--- config.mk ---
export PLATFORM = sky130hd
export DESIGN_NAME = la_trigger_capture_flat
export DESIGN_NICKNAME = d
export VERILOG_FILES = /design/src/rtl/la_pkg.sv /design/src/rtl/la_trigger_capture_if.sv /design/src/rtl/la_rate_divider.sv /design/src/rtl/la_trigger_capture.sv /design/src/flat_wrapper.sv
export SDC_FILE = /design/constraint.sdc
export NUM_CORES = 1
export LEC_CHECK = 0
export ABC_AREA = 1
export BUFFER_PORTS_ARGS = -buffer_cell sky130_fd_sc_hd__buf_2
export CORE_UTILIZATION = 54
export DETAILED_ROUTE_END_ITERATION = 8
export PLACE_DENSITY = 0.79
export SLEW_MARGIN = 20
export SYNTH_ARGS = -nofsm -noshare
export SYNTH_HDL_FRONTEND = slang
export SYNTH_HIERARCHICAL = 1
export SYNTH_SLANG_ARGS = --single-unit
--- constraint.sdc ---
create_clock -name clk -period 3.8 [get_ports clk]
set_input_delay 1.14 -clock clk [delete_from_list [all_inputs] [get_ports clk]]
set_output_delay 1.14 -clock clk [all_outputs]
set_load 0.01 [all_outputs]
--- src/rtl/la_pkg.sv ---
// la_pkg: shared definitions for the logic-analyzer trigger/capture block.
//   trig_edge_e     : trigger_edge encodings (immediate / rising / falling / either)
//   la_state_e      : capture FSM state encoding
//   MAX_RATE_CFG    : largest honoured rate select; larger values are clamped
//   rate_mask()     : low-bit mask of the divider count for a given rate select
package la_pkg;

   localparam int MAX_RATE_CFG = 10;
   localparam int DIV_WIDTH    = MAX_RATE_CFG;

   typedef enum logic [1:0] {
      TRIG_IMM  = 2'd0,
      TRIG_RISE = 2'd1,
      TRIG_FALL = 2'd2,
      TRIG_ANY  = 2'd3
   } trig_edge_e;

   typedef enum logic [1:0] {
      ST_IDLE    = 2'd0,
      ST_ARMED   = 2'd1,
      ST_CAPTURE = 2'd2,
      ST_DONE    = 2'd3
   } la_state_e;

   function automatic logic [3:0] clamp_rate_cfg(input logic [3:0] cfg);
      return (cfg > 4'(MAX_RATE_CFG)) ? 4'(MAX_RATE_CFG) : cfg;
   endfunction

   // A tick is due whenever the masked count is zero, giving a 2^cfg period.
   function automatic logic [DIV_WIDTH-1:0] rate_mask(input logic [3:0] cfg);
      return ~({DIV_WIDTH{1'b1}} << clamp_rate_cfg(cfg));
   endfunction

endpackage

--- src/rtl/la_trigger_capture_if.sv ---
// la_trigger_capture_if: sample write port toward the downstream FIFO.
//   sample_data      : captured probe word
//   sample_valid     : one-cycle write strobe for sample_data
//   fifo_almost_full : backpressure from the FIFO
//   master = capture block, slave = FIFO side.
interface la_trigger_capture_if #(
   parameter int INPUT_WIDTH = 6
) ();

   logic [INPUT_WIDTH-1:0] sample_data;
   logic                   sample_valid;
   logic                   fifo_almost_full;

   modport master (
      output sample_data,
      output sample_valid,
      input  fifo_almost_full
   );

   modport slave (
      input  sample_data,
      input  sample_valid,
      output fifo_almost_full
   );

endinterface

--- src/rtl/la_rate_divider.sv ---
// la_rate_divider: sample-rate tick generator, one tick every 2^min(cfg,10)
// enabled cycles. The first enabled cycle after a clear ticks.
//   clk, rst  : clock, async active-high reset
//   en        : count enable (capture in progress)
//   clr       : synchronous clear, asserted on the trigger cycle
//   rate_cfg  : latched rate select
//   tick      : sample due this cycle
module la_rate_divider
   import la_pkg::*;
(
   input  logic       clk,
   input  logic       rst,
   input  logic       en,
   input  logic       clr,
   input  logic [3:0] rate_cfg,
   output logic       tick
);

   logic [DIV_WIDTH-1:0] div_cnt;

   always_ff @(posedge clk or posedge rst) begin
      if (rst) begin
         div_cnt <= '0;
      end else if (clr) begin
         div_cnt <= '0;
      end else if (en) begin
         div_cnt <= div_cnt + DIV_WIDTH'(1);
      end
   end

   assign tick = en & ~clr & ((div_cnt & rate_mask(rate_cfg)) == '0);

endmodule

--- src/rtl/la_trigger_capture.sv ---
// la_trigger_capture: logic-analyzer trigger and capture controller.
// Probes are synchronized, a trigger is detected on one channel, then a
// programmed number of samples is written to a downstream FIFO at a
// programmable rate.
//   clk, rst         : clock, async active-high reset
//   din              : raw probe pins (asynchronous)
//   sample_run       : level; rising edge starts, low aborts / clears
//   sample_num       : capture depth
//   sample_clk_cfg   : rate select, period 2^min(cfg,10)
//   trigger_edge     : trig_edge_e encoding
//   trigger_channel  : watched channel; out-of-range means immediate
//   wr               : sample write port (master)
//   armed            : waiting for trigger
//   capture_done     : capture complete, held until sample_run drops
//   overflow         : sticky, a due sample was dropped on backpressure
//
// state      | meaning
// -----------+----------------------------------------------------------
// ST_IDLE    | waiting for a sample_run rising edge
// ST_ARMED   | config latched, waiting for the trigger condition
// ST_CAPTURE | writing one sample per divider tick until the count is met
// ST_DONE    | capture complete, waiting for sample_run to drop
module la_trigger_capture
   import la_pkg::*;
#(
   parameter int INPUT_WIDTH = 6,
   parameter int CNT_WIDTH   = 32
) (
   input  logic                   clk,
   input  logic                   rst,
   input  logic [INPUT_WIDTH-1:0] din,
   input  logic                   sample_run,
   input  logic [CNT_WIDTH-1:0]   sample_num,
   input  logic [3:0]             sample_clk_cfg,
   input  logic [1:0]             trigger_edge,
   input  logic [2:0]             trigger_channel,
   la_trigger_capture_if.master   wr,
   output logic                   armed,
   output logic                   capture_done,
   output logic                   overflow
);

   logic [INPUT_WIDTH-1:0] sync1, sync2, hist;
   logic                   run_q;
   la_state_e              state;
   logic [CNT_WIDTH-1:0]   num_q, smp_cnt, smp_cnt_inc;
   logic [3:0]             cfg_q;
   trig_edge_e             edge_q;
   logic [2:0]             ch_q;

   logic [INPUT_WIDTH-1:0] ch_mask;
   logic ch_valid, cur_bit, prev_bit, edge_hit, trig_fire, tick, last_sample;

   always_ff @(posedge clk or posedge rst) begin
      if (rst) begin
         sync1 <= '0;
         sync2 <= '0;
         hist  <= '0;
      end else begin
         sync1 <= din;
         sync2 <= sync1;
         hist  <= sync2;
      end
   end

   assign ch_mask  = INPUT_WIDTH'(1) << ch_q;
   assign ch_valid = int'(ch_q) < INPUT_WIDTH;
   assign cur_bit  = |(sync2 & ch_mask);
   assign prev_bit = |(hist & ch_mask);

   always_comb begin
      edge_hit = 1'b0;
      case (edge_q)
         TRIG_RISE: edge_hit = cur_bit & ~prev_bit;
         TRIG_FALL: edge_hit = ~cur_bit & prev_bit;
         TRIG_ANY:  edge_hit = cur_bit ^ prev_bit;
         default:   edge_hit = 1'b1;
      endcase
   end

   // Abort (sample_run low) takes priority over a trigger in the same cycle.
   assign trig_fire   = (state == ST_ARMED) & sample_run &
                        ((edge_q == TRIG_IMM) | ~ch_valid | edge_hit);
   assign smp_cnt_inc = smp_cnt + CNT_WIDTH'(1);
   assign last_sample = (smp_cnt_inc == num_q);

   la_rate_divider u_rate_divider (
      .clk      (clk),
      .rst      (rst),
      .en       (state == ST_CAPTURE),
      .clr      (trig_fire),
      .rate_cfg (cfg_q),
      .tick     (tick)
   );

   // run_q resets high so a sample_run level held through reset is not
   // mistaken for a start edge; a fresh 0->1 is required.
   always_ff @(posedge clk or posedge rst) begin
      if (rst) begin
         state           <= ST_IDLE;
         run_q           <= 1'b1;
         num_q           <= '0;
         smp_cnt         <= '0;
         cfg_q           <= '0;
         edge_q          <= TRIG_IMM;
         ch_q            <= '0;
         wr.sample_data  <= '0;
         wr.sample_valid <= 1'b0;
         armed           <= 1'b0;
         capture_done    <= 1'b0;
         overflow        <= 1'b0;
      end else begin
         run_q           <= sample_run;
         wr.sample_valid <= 1'b0;
         case (state)
            ST_IDLE: begin
               if (sample_run && !run_q) begin
                  num_q    <= sample_num;
                  cfg_q    <= sample_clk_cfg;
                  edge_q   <= trig_edge_e'(trigger_edge);
                  ch_q     <= trigger_channel;
                  smp_cnt  <= '0;
                  overflow <= 1'b0;
                  if (sample_num == '0) begin
                     state        <= ST_DONE;
                     capture_done <= 1'b1;
                  end else begin
                     state <= ST_ARMED;
                     armed <= 1'b1;
                  end
               end
            end
            ST_ARMED: begin
               if (!sample_run) begin
                  state <= ST_IDLE;
                  armed <= 1'b0;
               end else if (trig_fire) begin
                  state <= ST_CAPTURE;
                  armed <= 1'b0;
               end
            end
            ST_CAPTURE: begin
               if (!sample_run) begin
                  state <= ST_IDLE;
               end else if (tick) begin
                  smp_cnt <= smp_cnt_inc;
                  if (wr.fifo_almost_full) begin
                     overflow <= 1'b1;
                  end else begin
                     wr.sample_valid <= 1'b1;
                     wr.sample_data  <= sync2;
                  end
                  if (last_sample) begin
                     state        <= ST_DONE;
                     capture_done <= 1'b1;
                  end
               end
            end
            ST_DONE: begin
               if (!sample_run) begin
                  state        <= ST_IDLE;
                  capture_done <= 1'b0;
               end
            end
            default: state <= ST_IDLE;
         endcase
      end
   end

endmodule

--- src/flat_wrapper.sv ---
// flat-port wrapper written by rule: the top's interface ports become plain ports
module la_trigger_capture_flat import la_pkg::*;
#(
   parameter int INPUT_WIDTH = 6,
   parameter int CNT_WIDTH   = 32
)
  (clk, rst, din, sample_run, sample_num, sample_clk_cfg, trigger_edge, trigger_channel, armed, capture_done, overflow, wr_sample_data, wr_sample_valid, wr_fifo_almost_full);
  la_trigger_capture_if #(.INPUT_WIDTH(INPUT_WIDTH)) wr_i ();
  input  logic clk;
  input  logic rst;
  input  logic [INPUT_WIDTH-1:0] din;
  input  logic sample_run;
  input  logic [CNT_WIDTH-1:0] sample_num;
  input  logic [3:0] sample_clk_cfg;
  input  logic [1:0] trigger_edge;
  input  logic [2:0] trigger_channel;
  output logic armed;
  output logic capture_done;
  output logic overflow;
  output wire logic [$bits(wr_i.sample_data)-1:0] wr_sample_data;
  output wire logic [$bits(wr_i.sample_valid)-1:0] wr_sample_valid;
  input wire logic [$bits(wr_i.fifo_almost_full)-1:0] wr_fifo_almost_full;
  assign wr_sample_data = wr_i.sample_data;
  assign wr_sample_valid = wr_i.sample_valid;
  assign wr_i.fifo_almost_full = wr_fifo_almost_full;
  la_trigger_capture #(.INPUT_WIDTH(INPUT_WIDTH), .CNT_WIDTH(CNT_WIDTH)) u_core (.clk(clk), .rst(rst), .din(din), .sample_run(sample_run), .sample_num(sample_num), .sample_clk_cfg(sample_clk_cfg), .trigger_edge(trigger_edge), .trigger_channel(trigger_channel), .wr(wr_i), .armed(armed), .capture_done(capture_done), .overflow(overflow));
endmodule
# Yosys cells after proc, flatten, opt, wreduce, memory -nomap -nowiden
# Index checks and enable logic that the tools add are counted.
# Widths: inputs -> output; s select.
# totals
regBits,114
latch_bits,0
mem_bits_rw,0
rom_bits,0
input_bits,51
elab_cells,115
mem_count,0
# op_classes
add_sub_neg,2
mul,0
div,0
magnitude_cmp,2
eq_ne,18
shift,2
n_mux,38
n_bitwise,18
n_reduce_logical,19
# op_table
cell,n
$mux 32,3
$pmux 32 s2,1
$add 32x1->32 const B,1
$eq 32x32->1,1
$logic_not 32->1,1
$mux 10,2
$mux 1,18
$mux 2,8
$and 6x6->6,2
$reduce_and 4->1,3
$reduce_or 6->1,2
$add 10x1->10 const B,1
$and 10x10->10,1
$logic_not 10->1,1
$not 10->10,1
$reduce_and 5->1,2
$shl 10x4->10 const A,1
$eq 2x2->1 const B,4
$ne 2x1->1 const B,4
$ne 2x2->1 const B,4
$pmux 2 s4,1
$reduce_and 7->1,1
$and 1x1->1,6
$ne 3x2->1 const B,2
other kinds (17),28

# Longest topological paths before layout
# Gate-level depths: netlist of run 1.
# logic_depth
word_depth,14
mapped_depth,35

# By module
# Netlist of run 1, hierarchy kept.
# modules_own_cells
mod,n_inst,cells_per_inst,area_each_um2,seq_area_each_um2
la_trigger_capture,1,791,5701.7,2603.7
la_rate_divider,1,104,676.9,250.2

# Worst setup path before layout of run 1
# OpenSTA, ideal clock, no wires.
# synth_path
kind,register to register
start,register u_core.ch_q[2]
end,register u_core.state[0]
setup_ns,0.117
t_arrival_ns,3.389
t_required_ns,3.683
path_slack_ns,0.294
path_stages_with_launch,36
path_cell_list,dfrtp_1 -> clkbuf_1 -> inv_1 -> nand4_1 -> nand2_1 -> a221oi_1 -> and3_1 -> inv_1 -> ha_1 -> nor2_1 -> o32ai_1 -> o21ai_0 -> nand2_1 -> inv_1 -> nor2_4 -> nand2_1 -> nor2_1 -> nand2_1 -> nor2_1 -> nand2_1 -> nor2_2 -> inv_1 -> nor2_1 -> nand3_1 -> nor2_1 -> nand3_1 -> nor2_1 -> nand2_1 -> nor2_1 -> nand2_1 -> nor2_1 -> nand3_2 -> nand2_2 -> nand2_2 -> nand2_1 -> nand2_1
# synth_via
elab_chain_len,13
# synth_rtl
item,line_no,text
start: declaration,la_trigger_capture.sv:49,logic [2:0] ch_q;
start signal: assignment,la_trigger_capture.sv:121,ch_q <= trigger_channel;
$shl 1x3->6,la_trigger_capture.sv:66,assign ch_mask = INPUT_WIDTH'(1) << ch_q;
"$and 6x6->6, on equally long branches","la_trigger_capture.sv:68, la_trigger_capture.sv:69",
"$reduce_or 6->1, on equally long branches","la_trigger_capture.sv:68, la_trigger_capture.sv:69",
"$not 1->1, on equally long branches","la_trigger_capture.sv:75, la_trigger_capture.sv:74",
"$and 1x1->1, on equally long branches","la_trigger_capture.sv:75, la_trigger_capture.sv:74",
$pmux 1 s3,la_trigger_capture.sv:73,case (edge_q)
$or 1x1->1 (*),la_trigger_capture.sv:83,((edge_q == TRIG_IMM) | ~ch_valid | edge_hit);
$and 1x1->1 (*),la_trigger_capture.sv:82,assign trig_fire = (state == ST_ARMED) & sample_run &
via u_core.trig_fire,la_trigger_capture.sv:52,"logic ch_valid, cur_bit, prev_bit, edge_hit, trig_fire, tick, last_sample;"
$not 1->1 (*),la_rate_divider.sv:31,assign tick = en & ~clr & ((div_cnt & rate_mask(rate_cfg)) == '0);
$and 1x1->1 (*) (2 in series),la_rate_divider.sv:31,
via u_core.tick,la_trigger_capture.sv:52,
$ne 3x2->1 (no source line) (*),-,
$reduce_and 5->1 (no source line) (*),-,
end signal: assignment,la_trigger_capture.sv:100,state <= ST_IDLE;
end signal: assignment,la_trigger_capture.sv:125,state <= ST_DONE;
end signal: assignment,la_trigger_capture.sv:128,state <= ST_ARMED;
end: declaration,la_trigger_capture.sv:45,la_state_e state;
# Mark *: on every way through the listed nets, which the timed path passes. The rest lies on a longest branch.
# A chain may end at the register's enable or synchronous reset.

# Worst setup path in the final report of run 1
# Ends and elaborated chain as after synthesis.

==> results of run 1 <==
==> flip-flops by register name, summed over array words and instances (netlist names), 3 cells and up <==
register,cells
u_core/sync1,6
u_core/u_rate_divider/div_cnt,10
u_core/num_q,32
u_core/sync2,6
u_core/wr.sample_data,6
u_core/smp_cnt,32
u_core/hist,6
u_core/cfg_q,4
u_core/ch_q,3
==> path summary, 6_finish.rpt <==
check | cells after the start | to | slack, ns
max | 30 | u_core/state[0] | 0.09
min | 0 | u_core/sync2[2] | 0.35
max reg2reg | 30 | u_core/state[0] | 0.09
min reg2reg | 0 | u_core/sync2[2] | 0.35
max in group asynchronous | 3 | u_core/run_q | 2.44
min in group asynchronous | 2 | u_core/edge_q[1] | 0.65
==> layout make-up <==
class | instances | share of cell area (%)
Multi-Input combinational cell | 646 | 40.1
Sequential cell | 114 | 37.3
Clock buffer | 23 | 6.38
Timing Repair Buffer | 77 | 5.97
Inverter | 118 | 5.87
Tap cell | 143 | 2.34
Clock inverter | 9 | 2.01
==> cells in the final DEF, fill, tap and decap left out, drive strengths merged, types with 3 or more instances in the layout <==
master and n:
buf 77, nand4 17, inv 117, clkinvlp 3, a21oi 10, nand3 87
nor4 11, clkbuf 23, o21ai 44, dfrtp 113, clkinv 3, bufinv 4
ha 4, nand3b 6, nor2 93, o22ai 28, mux2 4, nand2 328
nor3 6
==> metal layers <==
layer  GRT usage (%)  up-vias
li1                -     3026
met3            7.55       41
met4            14.6        0
met2            44.3      178
met5               0        -
met1            34.2     2829
==> cells by family (layout without fill, tap and decap cells) <==
group | count (synthesis) | after routing | synth area share, %
and+or+nand+nor | 552 | 552 | 38.3
buffers and inverters | 135 | 227 | 8.00
DFF | 114 | 114 | 44.7
AOI/OAI and AO/OA | 86 | 86 | 7.51
adders and majority gates | 4 | 4 | 0.785
muxes | 4 | 4 | 0.706
==> worst register-to-register path, delay by kind of cell (launching register included) <==
| kind | cells | cell delay (ns) |
|---|---|---|
| adder cells (fa/ha/maj) | 1 | 0.22 |
| flip-flops | 1 | 0.42 |
| AND/OR/NAND/NOR | 24 | 2.34 |
| buffers and inverters | 3 | 0.27 |
| AO/OA/AOI/OAI | 2 | 0.34 |
==> through the flow <==
stage                     TNS [ns]  setup slack, ns  instance area (sq um)  instances
after CTS                        0          0.00126                   7570       1125
after global routing        -0.977           -0.332                   7650       1130
after detailed placement    -0.319           -0.112                   6910       1092
final                            0           0.0891                   7650       1130
after global placement           0           0.0689                   6910       1092
after floorplan                  0            0.294                   6380        895
==> timing repair <==
| item | in CTS | in global routing |
|---|---|---|
| gates resized for setup | 5 | 13 |
| pin swaps | 2 | 15 |
| setup endpoints to repair | 3 | 28 |
| setup buffers | 1 | 5 |
==> power by group through the flow <==
stage | registers [mW] | logic [mW] | clock network [mW]
after global placement | 1.73 | 1.17 | 0
after floorplan | 1.68 | 0.871 | 0
final | 1.74 | 1.29 | 1.72
after CTS | 1.73 | 1.22 | 1.75
after global routing | 1.78 | 1.48 | 1.81
after detailed placement | 1.74 | 1.19 | 0
==> impl_metrics.yaml, run 1 <==
outcome:
  status: "completed"
synth:
  synth_most_common_cell: "nand2_1"
  syn-num-nets: 950
  yosysSeqAreaShare_pct: 44.7
  syn_area_sq_um: 6380
  synth_area_leaders: "dfrtp_1 (44%), nand2_1 (19%), inv_1 (6.7%)"
  synth_cells: 895
  ys_async_sr_fraction_pct: 100
  avgSynthCellArea_sq_um: 7.13
  yosysUniqueCellTypes: 33
  ys_warn_count: 6
  synthDominantCellAreaShare_pct: 44.3
  synthTopCellsByCount: "nand2_1 (319), inv_1 (114), dfrtp_1 (113)"
  synth_seq_cells: 114
  synthFlopType: "dfrtp_1"
  yosys.area.top_type: "dfrtp_1"
  synth_edf_count: 0
timing:
  finalSetupViolCount: 0
  finClkSkew_ns: 0.00580
  worst_pin_slew_ns: 0.518
  hold_violations: 0
  finalMaxSlewViolations: 0
  fmax_mhz: 269
  finalCriticalPeriod_ns: 3.71
  hold_ws_ns: 0.346
  maxSlewHeadroom_pct: 65.2
  rsz0062_at_grt: "yes"
  period_share_pct: 97.7
placed_design:
  io_buffers: 60
  place_congestion: 0.884
  dpl.hpwl_mm: 11.3
clock_tree:
  ctsHoldBuffers: 0
  clkTransAtPathRegs_ns: 0.05
  clk_latency_ns: 0.42
  cts_tree: "yes"
  cts_root_buf: "clkbuf_16"
  clock_path_buffers: 2
  h-tree-depth: 4
  clock_sinks: 114
  cts_buffers: 17
die:
  die_area_sq_um: 12300
  start_util_pct: 55.6
  num_rows: 39
  die_width_microns: 111
  die_y_microns: 111
  core-area_sq_um: 11500
  ios: 61
detailed_routing:
  viasPerCell: 5.38
  wl_mm: 15.8
  postRouteAntennaNets: 0
  route.met2.wl_mm: 7.42
  met1Wirelength_mm: 6.88
  topRoutingLayerUsed: "met4"
  dr.pass1.iters: 5
  wire_per_inst_microns: 14.0
  wl_met3_microns: 957
  drc: 0
  dr.first_iter.drc_count: 342
  routed-via-count: 6074
power:
  p_total_mw: 4.76
  p_seq_share_pct: 36.6
  p_sw_mw: 1.58
  power_density_nw_per_um2: 622
  internal_power_mw: 3.18
  pwr-share-clk_pct: 36.2
  ir_drop_mv: 0.535
  swShare_pct: 33.1
  pwr-share-comb_pct: 27.2
  p_leak_nw: 3.75
worst_setup_path:
  path_class: "reg -> reg"
  cp_slowest_cell: "nor4_1"
  crit_path_start: "u_core/ch_q[2]"
  start_kind: "flop"
  worstSetupEndpointType: "flop"
  worstPathMaxFanout: 5
  crit_top_cell: "nand2_1"
  rr_startpoint: "u_core/ch_q[2]"
  cpLargestDelayFamily: "simple AND/OR/NAND/NOR gates"
  worst-path-buf-inv: 3
  cp.arrival_ns: 4.02
  cpPeakStageDelay_ns: 0.47
  required_ns: 4.11
hold_path:
  hold_path.class: "reg -> reg"
  hold_path.startpoint: "u_core/sync1[2]"
layout:
  final_util_pct: 66.7
  multiInputGateArea_sq_um: 3070
  area_growth_pct: 19.9
  n_antenna_cell: 0
  final-seq-area_sq_um: 2860
  final_layout_size_suffix_gt1_share_pct: 16.5
  fin_nets: 1029
  nFillCells: 993
flow_run:
  cap_violations: 0
grt:
  grt_max_degree: 61
  grt_pass1_wl_mm: 26.7
  overflow: 0
  grt_pass1_vias: 5865
  antenna_found_initial: 0
  track_usage_pct: 27.7
No activity file was read; power rests on OpenSTA's default activity.
==> run 2: changes to the inputs <==
--- a/config.mk
+++ b/config.mk
@@ -10,6 +10,7 @@
 export CORE_UTILIZATION = 54
 export DETAILED_ROUTE_END_ITERATION = 8
 export PLACE_DENSITY = 0.79
+export SETUP_SLACK_MARGIN = 0.2
 export SLEW_MARGIN = 20
 export SYNTH_ARGS = -nofsm -noshare
 export SYNTH_HDL_FRONTEND = slang
==> impl_metrics.yaml, run 2 (synthesis gave the netlist of run 1 again) <==
layout:
  fin_nets: 1039
  final-seq-area_sq_um: 2860
  final_layout_size_suffix_gt1_share_pct: 18.2
  n_antenna_cell: 0
  nFillCells: 961
  reg_top3: "u_core/num_q x32, u_core/smp_cnt x32, u_core/u_rate_divider/div_cnt x10"
  final_common_cell: "nand2_1"
  final_cell_mix: "nand2_1 (317), dfrtp_1 (111), inv_1 (106), nand3_1 (85), nor2_1 (73)"
  multiInputGateArea_sq_um: 3100
  area_growth_pct: 21.7
  final_util_pct: 67.7
placed_design:
  place_congestion: 0.884
  io_buffers: 60
  dpl.hpwl_mm: 11.3
die:
  core-area_sq_um: 11500
  die_y_microns: 111
  die_area_sq_um: 12300
  die_width_microns: 111
  num_rows: 39
  start_util_pct: 55.6
  ios: 61
timing:
  fmax_mhz: 266
  maxSlewHeadroom_pct: 65.2
  finalCriticalPeriod_ns: 3.76
  rsz0062_at_grt: "yes"
  finalMaxSlewViolations: 0
  hold_ws_ns: 0.345
  finalSetupViolCount: 0
  worst_pin_slew_ns: 0.518
  period_share_pct: 98.9
  finClkSkew_ns: 0.00554
  hold_violations: 0
power:
  power_density_nw_per_um2: 626
  p_leak_nw: 3.80
  ir_drop_mv: 0.543
detailed_routing:
  dr.first_iter.drc_count: 357
  wl_mm: 16.3
  dr.pass1.iters: 5
  wire_per_inst_microns: 14.3
  viasPerCell: 5.42
  postRouteAntennaNets: 0
  drc: 0
  routed-via-count: 6184
worst_setup_path:
  cpLargestDelayFamily: "simple AND/OR/NAND/NOR gates"
  required_ns: 4.11
  r2r_slack_ns: 0.04
  worstPathMaxFanout: 8
  crit_top_cell: "nand2_1"
  cpPeakStageDelay_ns: 0.46
  cp.arrival_ns: 4.07
  cp_slowest_cell: "dfrtp_2"
  start_kind: "flop"
  path_class: "reg -> reg"
  worst-path-buf-inv: 4
  worstSetupEndpointType: "flop"
clock_tree:
  clkTransAtPathRegs_ns: 0.05
  cts_tree: "yes"
  clock_sinks: 114
  cts_root_buf: "clkbuf_16"
  h-tree-depth: 4
  clk_latency_ns: 0.42
  clock_path_buffers: 2
  cts_buffers: 17
outcome:
  status: "completed"
flow_run:
  cap_violations: 0
grt:
  overflow: 0
  grt_max_degree: 61
  grt_pass1_wl_mm: 27.0
  track_usage_pct: 27.9
  antenna_found_initial: 0
  grt_pass1_vias: 5898
hold_path:
  hold_path.class: "reg -> reg"
[run 2: changes by cell type in the layout (fill, tap and decap cells not counted), moves of 2 or more]
| cell | before | now |
|---|---|---|
| inv_1 | 109 | 106 |
| inv_2 | 7 | 10 |
| ha_1 | 4 | 2 |
| buf_4 | 14 | 22 |
| buf_6 | 1 | 3 |
[run 2: worst paths after layout]
path / from / to / depth (start not counted)
max in group asynchronous: rst / u_core/run_q / 3
setup reg to reg: u_core/ch_q[1] / u_core/state[0] / 33
hold / removal: u_core/sync1[2] / u_core/sync2[2] / 0
hold reg to reg: u_core/sync1[2] / u_core/sync2[2] / 0
setup / recovery: u_core/ch_q[1] / u_core/state[0] / 33
min in group asynchronous: rst / u_core/edge_q[1] / 2
[run 2: worst register-to-register path: cells and delay by family (launching register included)]
kind / cells / cell delay, ns
fa+ha+maj: 1 / 0.24
compound gates: 3 / 0.49
flops: 1 / 0.46
simple gates: 25 / 2.14
buf+inv: 4 / 0.30
[run 2: where the power goes]
| part | internal, mW | switching [mW] |
|---|---|---|
| sequential | 1.51 | 0.236 |
| clock | 1.16 | 0.557 |
| combinational | 0.568 | 0.831 |
| total | 3.24 | 1.62 |
[run 2: final cells by class]
type	count	share of cell area (%)
repair buffers	87	6.95
clock buffers	23	6.29
inverters	118	5.79
multi-input cells	646	39.9
flip-flops and latches	114	36.8
well taps	143	2.31
clock inverters	9	1.98
[run 2: stage by stage]
stage               cell area [sq um]  std cells  power, mW  setup slack [ns]  TNS [ns]
floorplan                        6380        895       2.55             0.294         0
global placement                 6910       1092       2.90            0.0689         0
detailed placement               6910       1092       2.93            -0.112    -0.319
CTS                              7680       1132       4.80             0.148         0
global route                     7760       1140       5.16            -0.267    -0.792
finish                           7760       1140       4.86            0.0403         0
[run 2: timing repair]
action / 4_1_cts / 5_1_grt
hold buffers: 0 / 0
resized for setup: 18 / 11
pin swaps: 11 / 14
setup buffers: 8 / 8
hold endpoints to repair: 0 / 0
setup endpoints to repair: 3 / 32
[run 2: routing by layer]
| layer | part of all wire (%) | GRT usage (%) | routed length (microns) |
|---|---|---|---|
| met1 | 43 | 34.8 | 7040 |
| met2 | 47 | 44.5 | 7670 |
| met3 | 6.1 | 7.87 | 986 |
| met4 | 3.5 | 14.1 | 577 |
| met5 | 0 | 0 | 0 |
==> run 3: changes to the inputs <==
--- a/config.mk
+++ b/config.mk
@@ -7,6 +7,8 @@
 export LEC_CHECK = 0
 export ABC_AREA = 1
 export BUFFER_PORTS_ARGS = -buffer_cell sky130_fd_sc_hd__buf_2
+export CAP_MARGIN = 20
+export CORE_ASPECT_RATIO = 1.2
 export CORE_UTILIZATION = 54
 export DETAILED_ROUTE_END_ITERATION = 8
 export PLACE_DENSITY = 0.79
==> impl_metrics.yaml, run 3 (synthesis gave the netlist of run 1 again) <==
outcome:
  status: "completed"
timing:
  finalMaxSlewViolations: 0
  fmax_mhz: 277
  period_share_pct: 94.9
  hold_ws_ns: 0.346
  fin_setup_tns_ns: 0
  finalSetupViolCount: 0
  rsz0062_at_grt: "yes"
  worst_pin_slew_ns: 0.850
  hold_violations: 0
  maxSlewHeadroom_pct: 43.2
  finalCriticalPeriod_ns: 3.61
  finClkSkew_ns: 0.00853
die:
  die_y_microns: 121
  num_rows: 43
  core-area_sq_um: 11500
  die_width_microns: 101
  ios: 61
  die_area_sq_um: 12300
  start_util_pct: 55.4
clock_tree:
  cts_root_buf: "clkbuf_16"
  ctsHoldBuffers: 0
  h-tree-depth: 4
  cts_tree: "yes"
  clk_latency_ns: 0.42
  clkTransAtPathRegs_ns: 0.06
  clock_sinks: 114
  clock_path_buffers: 2
  cts_buffers: 17
layout:
  final_common_cell: "nand2_1"
  fin_nets: 1038
  reg_top3: "u_core/num_q x32, u_core/smp_cnt x32, u_core/u_rate_divider/div_cnt x10"
  n_antenna_cell: 0
  final_layout_size_suffix_gt1_share_pct: 17.9
  nFillCells: 986
  final_cell_mix: "nand2_1 (318), dfrtp_1 (110), inv_1 (109), nand3_1 (85), nor2_1 (74)"
  final_cells: 1152
  final_util_pct: 67.5
  area_growth_pct: 21.9
detailed_routing:
  wire_per_inst_microns: 14.3
  postRouteAntennaNets: 0
  dr.first_iter.drc_count: 366
  drc: 0
  viasPerCell: 5.37
  routed-via-count: 6186
  wl_mm: 16.5
  dr.pass1.iters: 5
flow_run:
  cap_violations: 0
grt:
  overflow: 0
  antenna_found_initial: 0
  grt_pass1_wl_mm: 26.7
  grt_max_degree: 44
  track_usage_pct: 28.7
  grt_pass1_vias: 5959
worst_setup_path:
  rr_startpoint: "u_core/ch_q[2]"
  worstSetupEndpointType: "flop"
  start_kind: "flop"
  cpPeakStageDelay_ns: 0.43
  cp.arrival_ns: 3.92
  required_ns: 4.11
  worstPathMaxFanout: 6
  cp_slowest_cell: "dfrtp_2"
  r2r_slack_ns: 0.19
  path_class: "reg -> reg"
  r2r-end: "u_core/state[0]"
  worst-r2r-cell-count: 33
placed_design:
  io_buffers: 60
  dpl.hpwl_mm: 11.2
  place_inst: 1106
  place_congestion: 0.908
power:
  power_density_nw_per_um2: 613
  ir_drop_mv: 0.491
  p_total_mw: 4.77
  p_leak_nw: 3.78
hold_path:
  hold_depth: 0
  hold_path.startpoint: "u_core/sync1[4]"
  hold_end: "u_core/sync2[4]"
  hold_path.class: "reg -> reg"
run 3: cell types whose count changed in the layout (fill, tap and decap cells not counted), sizes merged:
cell and delta:
clkbuf -5, clkinv +3, buf -2, bufinv -2, clkinvlp +2, inv +2
run 3: where the power goes:
group | switching, mW | total (mW) | internal, mW
Sequential | 0.242 | 1.75 | 1.51
Clock | 0.601 | 1.57 | 0.968
Combinational | 0.852 | 1.45 | 0.600
run 3: through the flow:
step | cell area [sq um] | setup WS (ns)
finish | 7770 | 0.193
CTS | 7660 | 0.153
global route | 7770 | -0.240
global placement | 6910 | 0.0308
detailed placement | 6910 | -0.146
floorplan | 6380 | 0.294
run 3: cell type report:
type	instances	area, sq um	area share, %
Clock buffer	17	425	5.47
Multi-Input combinational cell	646	3120	40.1
Inverter	118	449	5.78
Sequential cell	114	2860	36.8
Clock inverter	14	160	2.06
Timing Repair Buffer	86	564	7.26
Tap cell	157	196	2.53
run 3: critical path: cells and delay by family, from the launching register on:
| kind | cells | cell delay [ns] |
|---|---|---|
| adders and majority gates | 1 | 0.26 |
| buffers and inverters | 4 | 0.32 |
| DFF | 1 | 0.43 |
| and+or+nand+nor | 25 | 1.99 |
| AOI/OAI and AO/OA | 3 | 0.49 |
run 3: layer usage:
metal / track usage (%) / share of wire, % / wire, microns
met1: 34.1 / 42 / 6870
met5: 0 / 0 / 0
met2: 48.3 / 49 / 8100
met4: 16.5 / 4.1 / 683
met3: 5.53 / 5.2 / 854
run 3: worst max-delay path by stage:
stage / from / endpoint / slack (ns) / cells after the start
CTS: u_core/ch_q[0] / u_core/state[0] / 0.15 / 34
global placement: u_core/ch_q[0] / u_core/state[0] / 0.03 / 34
global route: u_core/ch_q[0] / u_core/state[0] / -0.24 / 34
detailed placement: u_core/ch_q[0] / u_core/state[0] / -0.15 / 34
finish: u_core/ch_q[2] / u_core/state[0] / 0.19 / 33
floorplan: u_core/ch_q[2] / u_core/state[0] / 0.29 / 35
run 3: repair_timing:
| action | 4_1_cts | 5_1_grt |
|---|---|---|
| endpoints found under the hold margin | 0 | 0 |
| resized for setup | 24 | 17 |
| endpoints found under the setup margin | 39 | 40 |
| pin swaps | 13 | 12 |
| cloned | 0 | 1 |
| setup buffers | 11 | 3 |
